## config.mk

```make
export PLATFORM = sky130hd
export DESIGN_NAME = fifo_consumer_flat
export DESIGN_NICKNAME = d
export VERILOG_FILES = /design/src/rtl/fifo_consumer_if.sv /design/src/rtl/fifo_consumer.sv /design/src/flat_wrapper.sv
export SDC_FILE = /design/constraint.sdc
export NUM_CORES = 1
export LEC_CHECK = 0
export BUFFER_PORTS_ARGS = -buffer_cell sky130_fd_sc_hd__buf_2
export CAP_MARGIN = 20
export CELL_PAD_IN_SITES_DETAIL_PLACEMENT = 1
export CELL_PAD_IN_SITES_GLOBAL_PLACEMENT = 2
export CORE_ASPECT_RATIO = 0.6
export CORE_MARGIN = 1
export CORE_UTILIZATION = 35
export CTS_BUF_LIST = sky130_fd_sc_hd__clkbuf_4
export DETAILED_ROUTE_END_ITERATION = 6
export GPL_TIMING_DRIVEN = 0
export PLACE_DENSITY_LB_ADDON = 0.1
export SLEW_MARGIN = 20
export SYNTH_ARGS = -nofsm -noshare
export SYNTH_HDL_FRONTEND = slang
export SYNTH_SLANG_ARGS = --single-unit
```

## constraint.sdc

```tcl
create_clock -name CON_CLK -period 2.5 [get_ports CON_CLK]
set_clock_uncertainty 0.15 [all_clocks]
set_input_delay 0.25 -clock CON_CLK [delete_from_list [all_inputs] [get_ports CON_CLK]]
set_output_delay 0.25 -clock CON_CLK [all_outputs]
set_load 0.05 [all_outputs]
```

## src/rtl/fifo_consumer_if.sv

```systemverilog
// FIFO read-port bundle between a consumer and the async FIFO read side.
// Ports: O_RD_EN (read strobe), I_EMPTY (sync empty flag), I_DATA (read word).
interface fifo_consumer_if #(
    parameter int DATA_WIDTH = 8
);
    logic                  O_RD_EN;
    logic                  I_EMPTY;
    logic [DATA_WIDTH-1:0] I_DATA;

    modport master (
        output O_RD_EN,
        input  I_EMPTY,
        input  I_DATA
    );

    modport slave (
        input  O_RD_EN,
        output I_EMPTY,
        output I_DATA
    );
endinterface

```

## src/rtl/fifo_consumer.sv

```systemverilog
// Paced FIFO drain that captures each word and checks an incrementing sequence.
// Ports: CON_CLK/CON_RST, ENABLE, PACE, rd (FIFO read port), O_DATA*, counters.
module fifo_consumer #(
    parameter int                    DATA_WIDTH  = 8,
    parameter int                    PACE_WIDTH  = 4,
    parameter int                    COUNT_WIDTH = 16,
    parameter logic [DATA_WIDTH-1:0] EXP_INIT    = '0
) (
    input  logic                   CON_CLK,
    input  logic                   CON_RST,
    input  logic                   ENABLE,
    input  logic [PACE_WIDTH-1:0]  PACE,
    fifo_consumer_if.master        rd,
    output logic                   O_DATA_VALID,
    output logic [DATA_WIDTH-1:0]  O_DATA,
    output logic                   O_MISMATCH,
    output logic [COUNT_WIDTH-1:0] RD_COUNT,
    output logic [COUNT_WIDTH-1:0] ERR_COUNT
);

    typedef enum logic [1:0] {
        IDLE,
        READ,
        WAIT
    } state_t;

    state_t                 state_q;
    state_t                 state_d;
    logic [PACE_WIDTH-1:0]  pace_cnt_q;
    logic [PACE_WIDTH-1:0]  pace_cnt_d;
    logic                   rd_en;

    logic                   rd_pend_q;
    logic                   rd_pend_d;
    logic                   valid_q;
    logic                   valid_d;
    logic                   mismatch_q;
    logic                   mismatch_d;
    logic [DATA_WIDTH-1:0]  data_q;
    logic [DATA_WIDTH-1:0]  data_d;
    logic [DATA_WIDTH-1:0]  exp_q;
    logic [DATA_WIDTH-1:0]  exp_d;
    logic [COUNT_WIDTH-1:0] rd_cnt_q;
    logic [COUNT_WIDTH-1:0] rd_cnt_d;
    logic [COUNT_WIDTH-1:0] err_cnt_q;
    logic [COUNT_WIDTH-1:0] err_cnt_d;

    // FSM state register
    always_ff @(posedge CON_CLK or posedge CON_RST) begin
        if (CON_RST) begin
            state_q    <= IDLE;
            pace_cnt_q <= '0;
        end else begin
            state_q    <= state_d;
            pace_cnt_q <= pace_cnt_d;
        end
    end

    // FSM next state; PACE is only looked at on the read cycle
    always_comb begin
        state_d    = state_q;
        pace_cnt_d = pace_cnt_q;
        if (!ENABLE) begin
            state_d    = IDLE;
            pace_cnt_d = '0;
        end else begin
            case (state_q)
                IDLE: state_d = READ;
                READ: begin
                    if (rd_en && (PACE != '0)) begin
                        state_d    = WAIT;
                        pace_cnt_d = PACE;
                    end
                end
                WAIT: begin
                    pace_cnt_d = pace_cnt_q - 1'b1;
                    if (pace_cnt_q == PACE_WIDTH'(1)) begin
                        state_d = READ;
                    end
                end
                default: state_d = IDLE;
            endcase
        end
    end

    // FSM outputs: the empty gate keeps the FIFO from underflowing
    always_comb begin
        rd_en = (state_q == READ) && ENABLE && !rd.I_EMPTY;
    end

    assign rd.O_RD_EN = rd_en;

    // Capture/check: rd_pend_q marks the cycle I_DATA carries a read word
    always_comb begin
        rd_pend_d  = rd_en;
        valid_d    = rd_pend_q;
        mismatch_d = rd_pend_q && (rd.I_DATA != exp_q);
        data_d     = data_q;
        exp_d      = exp_q;
        rd_cnt_d   = rd_cnt_q;
        err_cnt_d  = err_cnt_q;
        if (rd_pend_q) begin
            data_d   = rd.I_DATA;
            // Resync on every word so one bad word costs exactly one error
            exp_d    = rd.I_DATA + 1'b1;
            rd_cnt_d = rd_cnt_q + 1'b1;
            if (mismatch_d && (err_cnt_q != '1)) begin
                err_cnt_d = err_cnt_q + 1'b1;
            end
        end
    end

    always_ff @(posedge CON_CLK or posedge CON_RST) begin
        if (CON_RST) begin
            rd_pend_q  <= 1'b0;
            valid_q    <= 1'b0;
            mismatch_q <= 1'b0;
            data_q     <= '0;
            exp_q      <= EXP_INIT;
            rd_cnt_q   <= '0;
            err_cnt_q  <= '0;
        end else begin
            rd_pend_q  <= rd_pend_d;
            valid_q    <= valid_d;
            mismatch_q <= mismatch_d;
            data_q     <= data_d;
            exp_q      <= exp_d;
            rd_cnt_q   <= rd_cnt_d;
            err_cnt_q  <= err_cnt_d;
        end
    end

    assign O_DATA_VALID = valid_q;
    assign O_DATA       = data_q;
    assign O_MISMATCH   = mismatch_q;
    assign RD_COUNT     = rd_cnt_q;
    assign ERR_COUNT    = err_cnt_q;

endmodule

```

## src/flat_wrapper.sv

```systemverilog
// flat-port wrapper written by rule: the top's interface ports become plain ports
module fifo_consumer_flat 
#(
    parameter int                    DATA_WIDTH  = 8,
    parameter int                    PACE_WIDTH  = 4,
    parameter int                    COUNT_WIDTH = 16,
    parameter logic [DATA_WIDTH-1:0] EXP_INIT    = '0
)
  (CON_CLK, CON_RST, ENABLE, PACE, O_DATA_VALID, O_DATA, O_MISMATCH, RD_COUNT, ERR_COUNT, rd_O_RD_EN, rd_I_EMPTY, rd_I_DATA);
  fifo_consumer_if #(.DATA_WIDTH(DATA_WIDTH)) rd_i ();
  input  logic CON_CLK;
  input  logic CON_RST;
  input  logic ENABLE;
  input  logic [PACE_WIDTH-1:0] PACE;
  output logic O_DATA_VALID;
  output logic [DATA_WIDTH-1:0] O_DATA;
  output logic O_MISMATCH;
  output logic [COUNT_WIDTH-1:0] RD_COUNT;
  output logic [COUNT_WIDTH-1:0] ERR_COUNT;
  output wire logic [$bits(rd_i.O_RD_EN)-1:0] rd_O_RD_EN;
  input wire logic [$bits(rd_i.I_EMPTY)-1:0] rd_I_EMPTY;
  input wire logic [$bits(rd_i.I_DATA)-1:0] rd_I_DATA;
  assign rd_O_RD_EN = rd_i.O_RD_EN;
  assign rd_i.I_EMPTY = rd_I_EMPTY;
  assign rd_i.I_DATA = rd_I_DATA;
  fifo_consumer #(.DATA_WIDTH(DATA_WIDTH), .PACE_WIDTH(PACE_WIDTH), .COUNT_WIDTH(COUNT_WIDTH), .EXP_INIT(EXP_INIT)) u_core (.CON_CLK(CON_CLK), .CON_RST(CON_RST), .ENABLE(ENABLE), .PACE(PACE), .rd(rd_i), .O_DATA_VALID(O_DATA_VALID), .O_DATA(O_DATA), .O_MISMATCH(O_MISMATCH), .RD_COUNT(RD_COUNT), .ERR_COUNT(ERR_COUNT));
endmodule
```

# After elaboration in Yosys (flattened, before gate mapping)
# Index checks and enable logic that the tools add are counted.
# W data, S select, Z words.
[totals] register_bits=57 in_bits=16 elab_cells=39 out_inout_bits=43
[op_classes] reduce_logical=11 muxes=7 addsub=4 eq_ne=8
[ops] op="$add A16 B1 Y16 const B" n=2
[ops] op="$ne A16 B16 Y1 const B" n=1
[ops] op="$add A8 B1 Y8 const B" n=1
[ops] op="$mux W4" n=2
[ops] op="$ne A8 B8 Y1" n=1
[ops] op="$pmux W4 S2" n=1
[ops] op="$mux W2" n=3
[ops] op="$ne A3 B2 Y1 const B" n=2
[ops] op="$pmux W2 S3" n=1
[ops] op="$reduce_and A2 Y1" n=3
[ops] op="$logic_and A1 B1 Y1" n=5
[ops] op="$eq A4 B1 Y1 const B" n=1
[ops] op="$reduce_bool A4 Y1" n=1
[ops] op="$sub A4 B1 Y4 const B" n=1
[ops] op="$ne A3 B1 Y1 const B" n=1
[ops] op="$eq A2 B1 Y1 const B" n=1
[ops] op="$eq A2 B2 Y1 const B" n=1
[ops] op="$logic_not A2 Y1" n=1
[ops] op="$logic_not A1 Y1" n=1

# Depth between registers and ports, before layout
[depth] depth_word=7 ltp_mapped=6 depth_no_buf=6

# Worst setup path after synthesis
# Ideal clock, no wire load.
[synth_timing] kind="flip-flop to flip-flop" start="reg u_core.rd_cnt_q[0] (netlist: u_core.RD_COUNT[0])" end="reg u_core.rd_cnt_q[14] (netlist: u_core.RD_COUNT[14])" arrival_time_ns=1.952 path_stages_with_launch=7 setup_ns=0.141 setup_slack_ns=0.257 n_path_buf=0 cell_sequence="dfrtp_1 -> ha_1 -> and3_1 -> or3b_2 -> nor2_1 -> nand4_1 -> xnor2_1"
[synth_via] elab_chain_len=1
[synth_rtl] item="from (decl)" line_no="fifo_consumer.sv:43" rtl="logic [COUNT_WIDTH-1:0] rd_cnt_q;"
[synth_rtl] item="from (signal assigned)" line_no="fifo_consumer.sv:128" rtl="rd_cnt_q <= rd_cnt_d;"
[synth_rtl] item="$add A16 B1 Y16" line_no="fifo_consumer.sv:106" rtl="rd_cnt_d = rd_cnt_q + 1'b1;"
# Every way passes these cells.
# A chain may end at the register's enable or synchronous reset.

# Worst setup path in the final report
[layout_timing] start="in rd_I_DATA[2]" end="reg u_core.err_cnt_q[7] (netlist: u_core.ERR_COUNT[7])"
[layout_via] elab_chain_len=4
[layout_rtl] item="from (decl)" line_no="flat_wrapper.sv:22" rtl="input wire logic [$bits(rd_i.I_DATA)-1:0] rd_I_DATA;"
[layout_rtl] item="$ne A8 B8 Y1" line_no="fifo_consumer.sv:97" rtl="mismatch_d = rd_pend_q && (rd.I_DATA != exp_q);"
[layout_rtl] item="$logic_and A1 B1 Y1" line_no="fifo_consumer.sv:97"
[layout_rtl] item="$logic_and A1 B1 Y1" line_no="fifo_consumer.sv:107" rtl="if (mismatch_d && (err_cnt_q != '1)) begin"
[layout_rtl] item="$reduce_and A2 Y1 (no source line)"
[layout_rtl] item="to (signal assigned)" line_no="fifo_consumer.sv:129" rtl="err_cnt_q <= err_cnt_d;"
[layout_rtl] item="to (decl)" line_no="fifo_consumer.sv:45" rtl="logic [COUNT_WIDTH-1:0] err_cnt_q;"
# Every way passes these cells.

==> flow_summary.toml <==
[worst_hold_path]
hold_depth = 3
hp-start = "PACE[0]"
min_to = "u_core.pace_cnt_q[0]$_DFFE_PP0P_"
hold_path_class = "in -> reg"

[timing]
timing.fmax_mhz = 469.7
fin_hold_ws_ns = 0.05664
rsz0062_at_grt = "no"
hold_viol_final = 0
setup_slack_ns = 0.3710
tightest_slew_ns = 0.6116
setup_viol = 0
slew_viol_final = 0
finalCritPeriodShare_pct = 85.16
period_minus_slack_ns = 2.129
relSlewSlack_pct = 59.22

[route]
viasPerCell = 4.700
vias = 2068
drt_iter0_markers = 88
postRouteAntennaNets = 0
drc = 0
drtPass1Iterations = 4
drt_wl_total_mm = 6.494
wl_per_cell_um = 14.76

[logic_synthesis]
synthTopCellsByArea = "dfrtp_1, xnor2_1, xor2_1"
synth_fp_nets = 269
ys_ff_latch = 57
synthesis.area_um2 = 2695
ys_types = 36
synth-edff-count = 0
syn_inst = 248
yosysTopAreaCell = "dfrtp_1"
synth.avg_cell_area_um2 = 10.87
synth_top_area_share_pct = 52.92
seq_area_frac_synth_pct = 52.92
synth.most_common_cell = "dfrtp_1"
ys.flop_type = "dfrtp_1"
ys_warn_count = 0
synth_commonest_cells = "dfrtp_1, nor2_1, xnor2_1, xor2_1, nand2_1"
async_flop_share_pct = 100.0

[worst_setup_path]
r2r-start = "u_core.ERR_COUNT[3]$_DFFE_PP0P_"
cp.buffers_inverters = 3
crit_path_frequent_cell = "buf_2"
crit_path_start = "rd_I_DATA[2]"
cp_data_arrival_time_ns = 2.25
required_ns = 2.63
cp_slowest_cell = "dlygate4sd3_1"
worstSetupStartpointType = "input pin"
critPathTopFamily = "buffers and inverters"
crit_fanout = 10
worst_path_largest_cell_delay_ns = 0.53
critPathCaptureType = "flop"
r2r_setup_slack_ns = 0.46
rr_worst_depth = 6
cp_cell_sequence = "dlygate4sd3_1, buf_2, xnor2_1, nand4_1, o21ai_2, buf_2, nor4_1, xor2_1"
r2r-end = "u_core.ERR_COUNT[7]$_DFFE_PP0P_"
path_class = "in -> reg"

[clock_tree]
h-tree-depth = 3
postCtsSetupBuffers = 0
clockBufferDepth = 2
clk_pin_slew_ns = 0.09
cts_sinks = 57
clk-insertion-delay-late_ns = 0.40
cts-root-buf = "clkbuf_4"
cts_hold_repair.buffers = 13
ctsResizeCount = 0
numCtsBuffers = 9
cts_tree = "built"

[pwr]
seq_power_share_pct = 44.8
p_per_area_nw_per_um2 = 784.4
pwr-share-comb_pct = 30.6
p_switching_w = 0.001042
swShare_pct = 39.09
p_total_w = 0.002665
p_clk_share_pct = 24.5
internal_power_w = 0.001623
p_leak_nw = 1.664
vdd_drop_max_mv = 0.4667

[placement]
dp_hpwl_mm = 4.614
placed_area_um2 = 3138
gp_congestion = 0.7090
dp.cells = 411
io_buffers = 58
dp_slack_ns = 0.4637

[finish]
drive_gt1_share_pct = 27.68
nNetsFinal = 352
fillers = 862
num_antenna_cells = 0
fin_area_um2 = 3397
synthToLayoutAreaGrowth_pct = 26.04
fin_cells = 440

[grt]
grt_max_degree = 38
grt_pass1_vias = 2084
grt_pass1_wl_mm = 10.87
grt_antenna_before_repair = 0
grt_usage_pct = 18.20
grt.overflow.total = 0

[run]
drv_cap = 0

[die]
coreArea_um2 = 7357
die_h_um = 69.97
die-area_um2 = 8066
die_x_um = 115.3
rows = 24
start_util_pct = 36.63
io_pins = 59

[outcome]
status = "finished clean"
per-layer routing:
metal  part of all wire (%)  global-route usage (%)  vias up
li1                       -                       -     1027
met1                     54                   26.03      993
met2                     41                   24.77       43
met3                    4.7                   6.597        5
met4                   0.71                   6.926        0
met5                      0                       0        -
how the worst max path moves through the flow:
| stage | to | slack [ns] | depth (start not counted) |
|---|---|---|---|
| 2_1_floorplan | u_core.RD_COUNT[14]$_DFFE_PP0P_ | 0.26 | 6 |
| 3_3_place_gp | u_core.state_q[1]$_DFFE_PP0P_ | -0.18 | 2 |
| 3_5_place_dp | u_core.ERR_COUNT[10]$_DFFE_PP0P_ | 0.46 | 6 |
| 4_1_cts | u_core.ERR_COUNT[7]$_DFFE_PP0P_ | 0.42 | 8 |
| 5_1_grt | u_core.RD_COUNT[14]$_DFFE_PP0P_ | 0.27 | 6 |
| 6_report | u_core.ERR_COUNT[7]$_DFFE_PP0P_ | 0.37 | 8 |
power groups by stage:
| stage | sequential [W] | combinational (W) | clock (W) |
|---|---|---|---|
| floorplan | 0.00153 | 0.000259 | 0 |
| global placement | 0.00121 | 0.000786 | 0 |
| detailed placement | 0.00121 | 0.000805 | 0 |
| CTS | 0.00120 | 0.000826 | 0.000694 |
| global route | 0.00122 | 0.000875 | 0.000731 |
| finish | 0.00119 | 0.000816 | 0.000654 |
worst reg2reg max path, stage by stage (launching register included):
cell     delay (ns)
dfrtp_1        0.46
nand4_2        0.14
or2_4          0.31
nor4_4         0.38
buf_4          0.24
nor4_1         0.08
xor2_1         0.15
per-stage QoR:
stage	utilization [%]	TNS, ns
after floorplan	-	0
after global placement	42.35	-9.981
after detailed placement	42.65	0
after CTS	46.17	0
after global routing	46.17	0
final	46.17	0
cells in the final DEF (no fill, tap or decap), types with 2 or more instances in the layout:
cell	instances
and3_1	4
dlygate4sd3_1	13
mux2_2	12
nand2_1	19
buf_2	59
inv_1	7
nor3_1	3
ha_1	5
nor2b_1	2
nand2b_1	3
clkbuf_4	11
xnor2_1	21
nor2_1	25
xor2_1	21
clkinv_1	3
a21oi_1	12
clkbuf_1	3
nand3_1	13
nor4_1	10
nand4_1	8
o21ai_0	3
buf_4	2
dfrtp_1	57
cell families after synthesis:
| family | Yosys count | synth area share [%] |
|---|---|---|
| and+or+nand+nor | 95 | 18.43 |
| DFF | 57 | 52.92 |
| xor gates and xnor gates | 42 | 13.65 |
| AOI/OAI and AO/OA | 21 | 4.597 |
| buffers and inverters | 14 | 2.275 |
| muxes | 14 | 5.803 |
| adders and majority gates | 5 | 2.321 |
final cells by class:
type / instances / area (um2) / share of cell area [%]
inverters: 8 / 32.53 / 0.9576
flip-flops and latches: 57 / 1426 / 41.99
clock buffers: 11 / 82.58 / 2.431
clock inverters: 5 / 46.29 / 1.363
multi-input cells: 177 / 1207 / 35.54
plain buffers: 6 / 31.28 / 0.9208
repair buffers: 72 / 440.4 / 12.96
well taps: 104 / 130.1 / 3.831
flip-flops by register name (all words and copies together) (netlist names):
| register | cells |
|---|---|
| u_core.ERR_COUNT | 16 |
| u_core.O_DATA | 8 |
| u_core.O_DATA_VALID | 1 |
| u_core.O_MISMATCH | 1 |
| u_core.RD_COUNT | 16 |
| u_core.exp_q | 8 |
| u_core.pace_cnt_q | 4 |
| u_core.rd_pend_q | 1 |
| u_core.state_q | 2 |
(Power assumes the default switching activity.)
